`src/rtl/bit_deserializer.sv`:
```
// bit_deserializer: LSB-first bit-serial to parallel word assembler.
// Bits are accepted one per cycle into an assembly register. Each completed
// frame is handed off to a one-entry valid/ready output buffer.
// Optional feature: define BIT_DESER_PARITY_EN to append one even-parity bit
// to every frame. perr then reports the parity check for the buffered word.
module bit_deserializer #(
    parameter int WIDTH = 4
) (
    input  logic                         clk,
    input  logic                         rst_n,
    input  logic                         bit_valid,
    input  logic                         bit_in,
    output logic                         bit_ready,
    output logic                         word_valid,
    output logic [WIDTH-1:0]             word,
    input  logic                         word_ready,
    output logic [$clog2(WIDTH+1)-1:0]   bit_idx,
    output logic                         perr
);

    localparam int IDX_W = $clog2(WIDTH + 1);
`ifdef BIT_DESER_PARITY_EN
    localparam int FL = WIDTH + 1;
`else
    localparam int FL = WIDTH;
`endif
    localparam logic [IDX_W-1:0] LAST_IDX = IDX_W'(FL - 1);

    logic [IDX_W-1:0] bit_idx_reg;
    logic [IDX_W-1:0] bit_idx_next;
    logic [WIDTH-1:0] asm_reg;
    logic [WIDTH-1:0] asm_next;
    logic [WIDTH-1:0] word_reg;
    logic [WIDTH-1:0] word_next;
    logic             word_valid_reg;
    logic             word_valid_next;
    logic             at_last;
    logic             bit_accept;
    logic             frame_done;

    // The final bit of a frame is the only one that needs a free output
    // slot; a drain in the same cycle frees the slot.
    assign at_last    = (bit_idx_reg == LAST_IDX);
    assign bit_ready  = !(at_last && word_valid_reg && !word_ready);
    assign bit_accept = bit_valid && bit_ready;
    assign frame_done = bit_accept && at_last;

    // Each assembly bit captures bit_in when the frame position matches it.
    // The parity position (if any) matches no data bit and leaves asm alone.
    generate
        for (genvar gi = 0; gi < WIDTH; gi++) begin : g_asm_bit
            assign asm_next[gi] = (bit_accept && (bit_idx_reg == IDX_W'(gi)))
                                  ? bit_in : asm_reg[gi];
        end
    endgenerate

    // Frame position: advance on every accepted bit, wrap after the last one.
    always_comb begin
        bit_idx_next = bit_idx_reg;
        if (bit_accept) begin
            if (at_last) begin
                bit_idx_next = '0;
            end else begin
                bit_idx_next = bit_idx_reg + IDX_W'(1);
            end
        end
    end

    // Output buffer: a completed frame always wins over a drain, so a
    // simultaneous load and drain keeps valid high with the new word.
    always_comb begin
        word_next       = word_reg;
        word_valid_next = word_valid_reg;
        if (frame_done) begin
            word_next       = asm_next;
            word_valid_next = 1'b1;
        end else if (word_valid_reg && word_ready) begin
            word_valid_next = 1'b0;
        end
    end

    // State registers; reset discards any partial frame and buffered word.
    always_ff @(posedge clk or negedge rst_n) begin
        if (!rst_n) begin
            bit_idx_reg    <= '0;
            asm_reg        <= '0;
            word_reg       <= '0;
            word_valid_reg <= 1'b0;
        end else begin
            bit_idx_reg    <= bit_idx_next;
            asm_reg        <= asm_next;
            word_reg       <= word_next;
            word_valid_reg <= word_valid_next;
        end
    end

`ifdef BIT_DESER_PARITY_EN
    logic perr_reg;
    logic perr_next;

    // Even parity: data bits XOR parity bit must be 0. The flag travels
    // with the word it was computed for.
    always_comb begin
        perr_next = perr_reg;
        if (frame_done) begin
            perr_next = (^asm_reg) ^ bit_in;
        end
    end

    // Parity flag register, loaded on the same edge as word.
    always_ff @(posedge clk or negedge rst_n) begin
        if (!rst_n) begin
            perr_reg <= 1'b0;
        end else begin
            perr_reg <= perr_next;
        end
    end

    assign perr = perr_reg;
`else
    assign perr = 1'b0;
`endif

    assign bit_idx    = bit_idx_reg;
    assign word       = word_reg;
    assign word_valid = word_valid_reg;

endmodule

```
`config.mk`:
```
export PLATFORM = sky130hd
export DESIGN_NAME = bit_deserializer
export DESIGN_NICKNAME = d
export VERILOG_FILES = /design/src/rtl/bit_deserializer.sv
export SDC_FILE = /design/constraint.sdc
export NUM_CORES = 1
export LEC_CHECK = 0
export ABC_AREA = 1
export BUFFER_PORTS_ARGS = -buffer_cell sky130_fd_sc_hd__buf_2
export CORE_AREA = 3 3 40 42
export DETAILED_ROUTE_END_ITERATION = 8
export DIE_AREA = 0 0 43 45
export PLACE_DENSITY = 0.71
export SLEW_MARGIN = 20
export SYNTH_ARGS = -nofsm -noshare
export SYNTH_HDL_FRONTEND = slang
export SYNTH_SLANG_ARGS = --single-unit
```
`constraint.sdc`:
```
create_clock -name clk -period 2.1 [get_ports clk]
set_input_delay 0.21 -clock clk [delete_from_list [all_inputs] [get_ports clk]]
set_output_delay 0.21 -clock clk [all_outputs]
set_load 0.03 [all_outputs]
```
Word-level counts from Yosys, hierarchy flattened
Index checks and enable logic that the tools add are counted.

storage, ports and cells
  input port bits = 5
  word-level logic and storage cells = 27
  register bits after elaboration = 12

cells by class
  multiplexer cells = 7
  reductions and logical operators = 12
  $add $sub $neg = 1
  equality and inequality tests = 3

operator list
  cell                                                  count
  logical AND 1 bit                                     8
  equality test 3 x 2 -> 1 bit (second input constant)  2
  2-to-1 mux 1 bit                                      6
  adder 3 x 1 -> 3 bit (second input constant)          1
  equality test 3 x 1 -> 1 bit (second input constant)  1
  zero test 3 bit                                       1
  2-to-1 mux 3 bit                                      1
  zero test 1 bit                                       2
  nonzero test 2 bit                                    1

Depth between registers and ports, before layout
Gate-level depths: netlist of the first run.

  word-level depth = 7
  gate-level depth with buffers = 8

Worst setup path before layout of the first run
Ideal clock, no wire load.

  kind = register -> register
  start = register bit_idx_reg[0] (netlist: bit_idx[0])
  end = register asm_reg[0]
  required time = 1,981 ps
  slack = 620 ps
  buffers on the path = 0
  library setup time = 119 ps
  cell stages (with the launch flop) = 8
  data arrival time = 1,361 ps
  cells stage by stage = dfrtp_1 > ha_1 > inv_1 > nor2_4 > nand2_4 > nand3_1 > nand2_1 > and2_1

on the way
  word-level cells in the longest chain between the ends = 7
  elaborated cells between the ends (all ways) = 8

ends and longest elaborated chain
  element                          line  source
  start: declaration               29    logic [IDX_W-1:0] bit_idx_reg;
  start signal: assignment         90    bit_idx_reg <= bit_idx_next;
  equality test 3 x 2 -> 1 bit     43    assign at_last = (bit_idx_reg == LAST_IDX);
  logical AND 1 bit (2 in series)  44    assign bit_ready = !(at_last && word_valid_reg && !word_ready);
  zero test 1 bit                  44
  named net bit_ready              13    output logic bit_ready,
  logical AND 1 bit                45    assign bit_accept = bit_valid && bit_ready;
  logical AND 1 bit                52    assign asm_next[gi] = (bit_accept && (bit_idx_reg == IDX_W'(gi)))
  2-to-1 mux 1 bit                 53    ? bit_in : asm_reg[gi];
  named net asm_next[0]            32    logic [WIDTH-1:0] asm_next;
  end signal: assignment           91    asm_reg <= asm_next;
  end: declaration                 31    logic [WIDTH-1:0] asm_reg;

The timed path passes the listed nets, and every way through them passes these cells.
A chain may end at the register's enable or synchronous reset.

Worst setup path after layout of the first run
  start = register bit_idx_reg[0] (netlist: bit_idx[0])
  end = output bit_ready

on the way
  word-level cells in the longest chain between the ends = 4

ends and longest elaborated chain
  element                          line
  equality test 3 x 2 -> 1 bit     43
  logical AND 1 bit (2 in series)  44
  zero test 1 bit                  44
  end: declaration                 13

No other way between the ends.

==> results of run 1 <==
## worst max path at each step
stage	from	endpoint	slack, ps	cells past startpoint
final	bit_idx[0]	bit_ready	490	5
after global routing	bit_idx[1]	bit_ready	390	5
after CTS	bit_idx[0]	bit_ready	480	5
after detailed placement	bit_idx[0]	bit_ready	780	5
after global placement	bit_idx[0]	bit_ready	820	5
after floorplan	bit_idx[0]	asm_reg[0]	620	7
## Yosys cell counts, types with 3 or more instances
library cell,n
nand2_1,16
inv_1,13
nand4_1,3
nor2_1,3
o21ai_0,3
ha_1,4
nand3_1,6
dfrtp_1,11
and2_1,3
## kinds of logic (layout without fill, tap and decap cells)
group	count (synthesis)	after routing
other	1	1
AO/OA/AOI/OAI	4	4
AND/OR/NAND/NOR	35	35
flip-flops	11	11
adder cells (fa/ha/maj)	4	4
buffers and inverters	16	32
## tightest hold or removal path: cells and delay by family
family	cells	cell delay, ps
AND/OR/NAND/NOR	2	100
buffers and inverters	1	90
## routing by layer
layer / share of wire (%) / vias up / wire length (µm)
li1: - / 247 / -
met1: 44 / 222 / 482
met2: 47 / 13 / 509
met3: 6.5 / 4 / 70
met4: 2.1 / 0 / 23
met5: 0 / - / 0
## power by group
| part | internal, W | leakage (nW) | switching [W] |
|---|---|---|---|
| logic | 0.000143 | 0.258 | 0.000297 |
| registers | 0.000297 | 0.134 | 0.0000484 |
| clock network | 0.0000736 | 0.0150 | 0.0000721 |
## stage by stage
stage	util (%)	cell area (µm²)	total power (W)	setup WS, ps	cells
after floorplan	-	602	0.000679	620	71
after global placement	52.4	673	0.000777	822	97
after detailed placement	52.4	673	0.000796	781	97
after CTS	55.2	709	0.000946	478	102
after global routing	55.2	709	0.00102	386	102
final	55.2	709	0.000932	489	102
## cells in the final DEF, fill, tap and decap left out
cell           synthesis  layout
nor2_2                 1       1
inv_2                  1       1
nor2_4                 1       1
nand3_1                6       6
clkbuf_4               0       3
dlygate4sd3_1          0       1
ha_1                   4       4
o21ai_0                3       3
conb_1                 1       1
clkbuf_1               0       1
and2_1                 3       3
nand4_1                3       3
nor2_1                 3       3
buf_2                  1      13
nand2_4                1       1
dfrtp_1               11      11
a21boi_0               1       1
nand2_1               16      16
inv_1                 13      13
nand3_4                1       1
## area by class of cell
cell class | instances | area share (%)
Tap cell | 15 | 2.65
Sequential cell | 11 | 38.8
Timing Repair Buffer | 14 | 10.6
Clock buffer | 4 | 3.70
Inverter | 14 | 7.41
Multi-Input combinational cell | 44 | 36.9
==> results.sh, run 1 <==
export IMPL_grt_use_total_pct=13.6
export IMPL_fillerInstances=120
export IMPL_drt_pass1_iter_count=3
export IMPL_antenna_left=0
export IMPL_synth_area_leader_cell="dfrtp_1"
export IMPL_routedWlPerCell_um=10.6
export IMPL_crit_required_ps=1890
export IMPL_synth_mux_area_fraction_pct=0
export IMPL_synthXorXnorAreaFrac_pct=0
export IMPL_die_h_um=45
export IMPL_cts_sinks=11
export IMPL_reg2reg_from="bit_idx[0]"
export IMPL_drt_iter0_drc=4
export IMPL_hpwlAfterDp_um=858
export IMPL_syn_avg_cell_area_um2=8.48
export IMPL_powerDensity_nw_per_um2=1310
export IMPL_cp_top_family="flip-flops"
export IMPL_postCtsHoldBufs=1
export IMPL_yosysSeqAreaShare_pct=45.7
export IMPL_setup_tns_ps=0
export IMPL_netlist_area_leader_share_pct=45.7
export IMPL_skew_ps=3.65
export IMPL_fp_row_count=13
export IMPL_synth_edf_count=0
export IMPL_start_util_pct=46.8
export IMPL_peakVddDrop_mv=0.577
export IMPL_worstHoldPathCells=3
export IMPL_end_kind="primary output"
export IMPL_h_tree_depth=1
export IMPL_fin_crit_sh_pct=76.7
export IMPL_synth_area_um2=602
export IMPL_grt_pass1_wl_mm=1.90
export IMPL_ys_seq_elements=11
export IMPL_post_cts_repair_setup_buffers=0
export IMPL_die_w_um=43
export IMPL_port_buffer_count=13
export IMPL_yosysUniqueCellTypes=18
export IMPL_cp_max_fo=8
export IMPL_antenna_cells=0
export IMPL_synth_compound_area_share_pct=3.74
export IMPL_clk_path_buf_depth=2
export IMPL_yosys_warnings=0
export IMPL_overflow=0
export IMPL_drv_cap=0
export IMPL_clk_pin_slew_ps=70
export IMPL_path_cells="ha_1 -> inv_1 -> nor2_4 -> nand2_4 -> buf_2"
export IMPL_hold_violations=0
export IMPL_holdCritPathClass="primary input to register"
export IMPL_finalNetCount=97
export IMPL_cts_resized=0
export IMPL_worstHoldStart="bit_in"
export IMPL_vias=486
export IMPL_rr_endpoint="asm_reg[0]"
export IMPL_cts_inserted_buffers=3
export IMPL_fp_coreArea_um2=1280
export IMPL_post_route_min_period_ps=1610
export IMPL_status="finished, final reports clean"
export IMPL_synthTopCellsByArea="dfrtp_1 46%, nand2_1 10%, ha_1 8.3%, inv_1 8.1%, nand3_1 5.0%"
export IMPL_rr_worst_depth=6
export IMPL_syn2layout_area_growth_pct=17.9
export IMPL_grt_max_degree=12
export IMPL_reg2reg_slack_ps=790
export IMPL_antenna_found_initial=0
export IMPL_p_leak_nw=0.407
export IMPL_clock_fmax_mhz=621
export IMPL_drv_slew=0
export IMPL_postSynth_asyncResetShare_pct=100
export IMPL_slowest_stage="dfrtp_1"
export IMPL_syn_inst=71
export IMPL_avgViaCountPerCell=4.76
export IMPL_met3_usage_pct=6.77
export IMPL_clk_latency_ps=270
export IMPL_syn_nets=80
export IMPL_grt_pass1_vias=459
export IMPL_drc=0
export IMPL_arrival_ps=1400
export IMPL_setup_viol=0
export IMPL_cts_root_buf="clkbuf_4"
export IMPL_ys_flop_type="dfrtp_1"
export IMPL_synth_top_family_by_area="simple AND/OR/NAND/NOR gates"
export IMPL_multi_input_area_um2=262
export IMPL_use_met1_pct=14.5
export IMPL_cts_tree="done"
export IMPL_cp_slowest_stage_delay_ps=430
export IMPL_drive_gt1_share_pct=24.1
export IMPL_crit_path_start_kind="register"
export IMPL_finalWirelength_mm=1.09
export IMPL_grt_busiest_layer="met2"
export IMPL_grt_met2_usage_pct=21.9
export IMPL_yosys_area_share_simple_pct=30.8
export IMPL_min_to="word[3]"
export IMPL_ff_latch_area_um2=275
export IMPL_rsz0062_at_grt="no"
export IMPL_yosys_area_share_adder_pct=8.32
export IMPL_ios=15
export IMPL_crit_type="register to primary output"
export IMPL_cp_num_buf_inv=2
export IMPL_gp_congestion=0.689
export IMPL_whs_ps=156
export IMPL_largest_register_ffs=4
export IMPL_die_area_um2=1940
No activity file was read; power rests on OpenSTA's default activity.
==> run 2: changes to the inputs <==
Clock period 2.1 ns to 1.6 ns, I/O delays scaled along.
==> run 2 against run 1 <==
  * Register-to-register slack got worse by 500 ps
  * Non-clock buffer count is 1 higher
  * Cell count increased by 0.98%
  * Highest routed layer unchanged
  * Global-route usage fell by 1.6 points
  * Worst setup slack lost 390 ps
  * Critical endpoint unchanged
  * Final area rose by 1.6%
  * Flip-flop and latch count is the same
==> results.sh, run 2 (synthesis gave the netlist of run 1 again) <==
export IMPL_drive_gt1_share_pct=26.1
export IMPL_overflow=0
export IMPL_antenna_found_initial=0
export IMPL_fillerInstances=126
export IMPL_worstHoldStart="bit_in"
export IMPL_clk_pin_slew_ps=80
export IMPL_skew_ps=3.13
export IMPL_crit_type="register to primary output"
export IMPL_setup_tns_ps=0
export IMPL_cts_root_buf="clkbuf_4"
export IMPL_final_cell_mix="16 x nand2_1, 13 x inv_1, 12 x buf_2"
export IMPL_rsz0062_at_grt="no"
export IMPL_gp_congestion=0.723
export IMPL_die_area_um2=1940
export IMPL_antenna_left=0
export IMPL_drt_pass1_iter_count=4
export IMPL_fp_coreArea_um2=1280
export IMPL_crit_path_start_kind="register"
export IMPL_grt_pass1_vias=463
export IMPL_die_h_um=45
export IMPL_drv_cap=0
export IMPL_routedWlPerCell_um=9.91
export IMPL_drt_iter0_drc=7
export IMPL_drc=0
export IMPL_crit_required_ps=1440
export IMPL_antenna_cells=0
export IMPL_clk_latency_ps=260
export IMPL_avgViaCountPerCell=4.75
export IMPL_ios=15
export IMPL_setup_viol=0
export IMPL_powerDensity_nw_per_um2=1720
export IMPL_finalNetCount=98
export IMPL_hold_violations=0
export IMPL_post_route_min_period_ps=1510
export IMPL_fp_row_count=13
export IMPL_status="finished, final reports clean"
export IMPL_fin_crit_sh_pct=94.1
export IMPL_layout_setup_ws_ps=94.2
export IMPL_cts_inserted_buffers=3
export IMPL_die_w_um=43
export IMPL_grt_max_degree=12
export IMPL_critPathLaunch="bit_idx[0]"
export IMPL_clock_fmax_mhz=664
export IMPL_cts_tree="done"
export IMPL_port_buffer_count=13
export IMPL_end_kind="primary output"
export IMPL_final_cell_area_um2=721
export IMPL_vias=489
export IMPL_cts_sinks=11
export IMPL_largest_register_ffs=4
export IMPL_peakVddDrop_mv=0.773
export IMPL_cp_max_fo=8
export IMPL_h_tree_depth=1
export IMPL_grt_use_total_pct=12.1
export IMPL_grt_pass1_wl_mm=1.80
export IMPL_syn2layout_area_growth_pct=19.8
export IMPL_hpwlAfterDp_um=807
export IMPL_clk_path_buf_depth=2
export IMPL_start_util_pct=46.8
export IMPL_holdCritPathClass="primary input to register"
export IMPL_reg2reg_from="bit_idx[0]"
export IMPL_drv_slew=0
export IMPL_arrival_ps=1350
export IMPL_layout_commonest_cell="nand2_1"
export IMPL_finalWirelength_mm=1.02
export IMPL_placed_area_um2=673
export IMPL_p_leak_nw=0.413
export IMPL_pre_cts_slack_ps=306
[run 2: path summary, 6_finish.rpt]
| kind | to | slack [ps] | cells past startpoint |
|---|---|---|---|
| max reg2reg | asm_reg[0] | 290 | 6 |
| max | bit_ready | 90 | 5 |
| min reg2reg | word[0] | 480 | 2 |
| min in group asynchronous | word_valid | 290 | 2 |
| max in group asynchronous | bit_idx[0] | 1100 | 2 |
| min | word[3] | 110 | 3 |
[run 2: worst max-delay path, cell delays in order (launching register included)]
cell     delay, ps
dfrtp_2        440
ha_1           210
inv_1          100
nor2_4          60
nand2_4        100
buf_4          170
[run 2: metal layers]
| layer | track usage [%] | routed length [µm] | up-vias | part of all wire [%] |
|---|---|---|---|---|
| li1 | - | - | 251 | - |
| met1 | 14.3 | 500 | 225 | 49 |
| met2 | 22.2 | 464 | 11 | 45 |
| met3 | 3.59 | 51 | 2 | 5.0 |
| met4 | 1.81 | 4 | 0 | 0.39 |
| met5 | 0 | 0 | - | 0 |
[run 2: where the power goes]
part | switching, W | internal (W)
registers | 0.0000598 | 0.000392
clock network | 0.0000965 | 0.0000963
logic | 0.000393 | 0.000201
total | 0.000549 | 0.000689
[run 2: final cells by class]
class,instances,area (µm²),share of cell area [%]
inverters,14,52.6,7.29
well taps,15,18.8,2.60
repair buffers,15,85.1,11.8
multi-input cells,44,262,36.3
flip-flops and latches,11,277,38.4
clock buffers,4,26.3,3.65
[run 2: through the flow]
| stage | instances | util (%) | hold WS [ps] | total power, W |
|---|---|---|---|---|
| 2_1_floorplan | 71 | - | -136 | 0.000891 |
| 3_3_place_gp | 97 | 52.4 | 43.8 | 0.00102 |
| 3_5_place_dp | 97 | 52.4 | 41.9 | 0.00104 |
| 4_1_cts | 102 | 55.2 | 120 | 0.00123 |
| 5_1_grt | 103 | 56.1 | 144 | 0.00135 |
| 6_report | 103 | 56.1 | 114 | 0.00124 |
[run 2: timing repair]
item                                    4_1_cts  5_1_grt
hold endpoints to repair                     11        0
gates resized for setup                       0        3
endpoints found under the setup margin        0        1
hold buffers                                  1        0
setup buffers                                 0        1
==> run 3: changes to the inputs <==
Settings changed: ABC_CLOCK_PERIOD_IN_PS from default to 1600, BUFFER_PORTS_ARGS -buffer_cell sky130_fd_sc_hd__buf_2 to -buffer_cell sky130_fd_sc_hd__buf_4.
==> run 3 against run 2 <==
  * Clock power about the same
  * Clock skew down 2.2 ps
  * Cell count up 0.97%
  * Global-route usage up 1.4 points
  * Via count down 2.9%
  * Critical path depth unchanged
  * Worst setup slack better by 11 ps
  * Die area unchanged
  * Final area up 5.2%
  * First-iteration DRC count down 86%
  * Non-clock buffer count up 1
  * Largest cell class unchanged
==> results.sh, run 3 (synthesis gave the netlist of run 1 again) <==
export IMPL_critPathLaunch="bit_idx[0]"
export IMPL_pre_cts_slack_ps=294
export IMPL_drv_slew=0
export IMPL_clk_pin_slew_ps=70
export IMPL_crit_path_start_kind="register"
export IMPL_die_w_um=43
export IMPL_start_util_pct=46.8
export IMPL_fin_crit_sh_pct=93.4
export IMPL_syn2layout_area_growth_pct=26.0
export IMPL_antenna_left=0
export IMPL_fillerInstances=125
export IMPL_end_kind="primary output"
export IMPL_drt_iter0_drc=1
export IMPL_peakVddDrop_mv=0.898
export IMPL_crit_required_ps=1440
export IMPL_clk_path_buf_depth=2
export IMPL_grt_max_degree=12
export IMPL_holdCritPathClass="primary input to register"
export IMPL_fp_coreArea_um2=1280
export IMPL_port_buffer_count=13
export IMPL_die_h_um=45
export IMPL_worstHoldStart="bit_in"
export IMPL_post_route_min_period_ps=1490
export IMPL_powerDensity_nw_per_um2=1720
export IMPL_cts_root_buf="clkbuf_4"
export IMPL_avgViaCountPerCell=4.57
export IMPL_grt_pass1_vias=467
export IMPL_worstHoldPathCells=3
export IMPL_crit_type="register to primary output"
export IMPL_reg2reg_slack_ps=250
export IMPL_setup_viol=0
export IMPL_drv_cap=0
export IMPL_cts_sinks=11
export IMPL_h_tree_depth=1
export IMPL_finalWirelength_mm=1.08
export IMPL_drt_pass1_iter_count=2
export IMPL_cts_tree="done"
export IMPL_ff_latch_area_um2=277
export IMPL_antenna_cells=0
export IMPL_skew_ps=0.930
export IMPL_rr_endpoint="asm_reg[1]"
export IMPL_status="finished, final reports clean"
export IMPL_gp_congestion=0.721
export IMPL_layout_setup_ws_ps=105
export IMPL_hpwlAfterDp_um=847
export IMPL_clock_fmax_mhz=669
export IMPL_overflow=0
export IMPL_hold_violations=0
export IMPL_finalNetCount=99
export IMPL_multi_input_area_um2=262
export IMPL_setup_tns_ps=0
export IMPL_die_area_um2=1940
export IMPL_drc=0
export IMPL_antenna_found_initial=0
export IMPL_layout_commonest_cell="nand2_1"
export IMPL_rsz0062_at_grt="no"
export IMPL_cp_max_fo=8
export IMPL_vias=475
export IMPL_p_leak_nw=0.425
export IMPL_cts_inserted_buffers=3
export IMPL_min_to="word[3]"
export IMPL_arrival_ps=1330
export IMPL_largest_register_ffs=4
export IMPL_clk_latency_ps=270
export IMPL_ios=15
export IMPL_routedWlPerCell_um=10.4
export IMPL_grt_pass1_wl_mm=1.90
export IMPL_final_cell_mix="16 x nand2_1, 15 x buf_4, 13 x inv_1"
export IMPL_fp_row_count=13
export IMPL_drive_gt1_share_pct=27.0
export IMPL_rr_worst_depth=7
export IMPL_grt_use_total_pct=13.5
export IMPL_reg2reg_from="bit_idx[1]"
## run 3: cell count changes in the layout (fill, tap and decap cells not counted), sizes merged
cell	delta
buf	+1
## run 3: routing by layer
metal  vias up  GRT usage [%]  wire length [µm]
li1        251              -                 -
met1       209           16.1               506
met2        11           21.6               497
met3         4           3.19                59
met4         0           9.04                21
met5         -              0                 0
## run 3: cell type report
type / count / share of cell area [%]
Timing Repair Buffer: 16 / 16.2
Clock buffer: 4 / 3.47
Sequential cell: 11 / 36.5
Multi-Input combinational cell: 44 / 34.5
Tap cell: 15 / 2.48
Inverter: 14 / 6.93
## run 3: power by group
part | leakage [nW] | internal (W) | switching [W] | total, W
clock | 0.0150 | 0.0000965 | 0.0000933 | 0.000190
combinational | 0.277 | 0.000259 | 0.000394 | 0.000654
sequential | 0.133 | 0.000392 | 0.0000660 | 0.000458
total | 0.425 | 0.000748 | 0.000554 | 0.00130
## run 3: how the worst max path moves through the flow
stage / to / slack (ps) / depth (start not counted)
final: bit_ready / 110 / 5
after global routing: bit_ready / 20 / 5
after CTS: bit_ready / 80 / 5
after detailed placement: asm_reg[1] / 290 / 6
after global placement: asm_reg[0] / 330 / 6
after floorplan: asm_reg[0] / 120 / 7
## run 3: through the flow
stage | util [%] | hold WS, ps | total power, W | instances | cell area (µm²)
global placement | 54.9 | 3.09 | 0.00107 | 97 | 706
detailed placement | 54.9 | 4.43 | 0.00109 | 97 | 706
finish | 59.0 | 107 | 0.00130 | 104 | 758
CTS | 57.7 | 106 | 0.00129 | 102 | 742
global route | 59.0 | 119 | 0.00142 | 104 | 758
floorplan | - | -136 | 0.000891 | 71 | 602
## run 3: repair_timing
item / CTS / global route
setup buffers: 0 / 2
gates resized for setup: 0 / 1
setup endpoints to repair: 0 / 1
hold endpoints to repair: 11 / 0
hold buffers: 1 / 0
## run 3: worst max-delay path, cell delays in order, from the launching register on
cell	delay, ps
dfrtp_2	440
ha_1	210
inv_1	100
nor2_4	60
nand2_4	90
buf_4	160
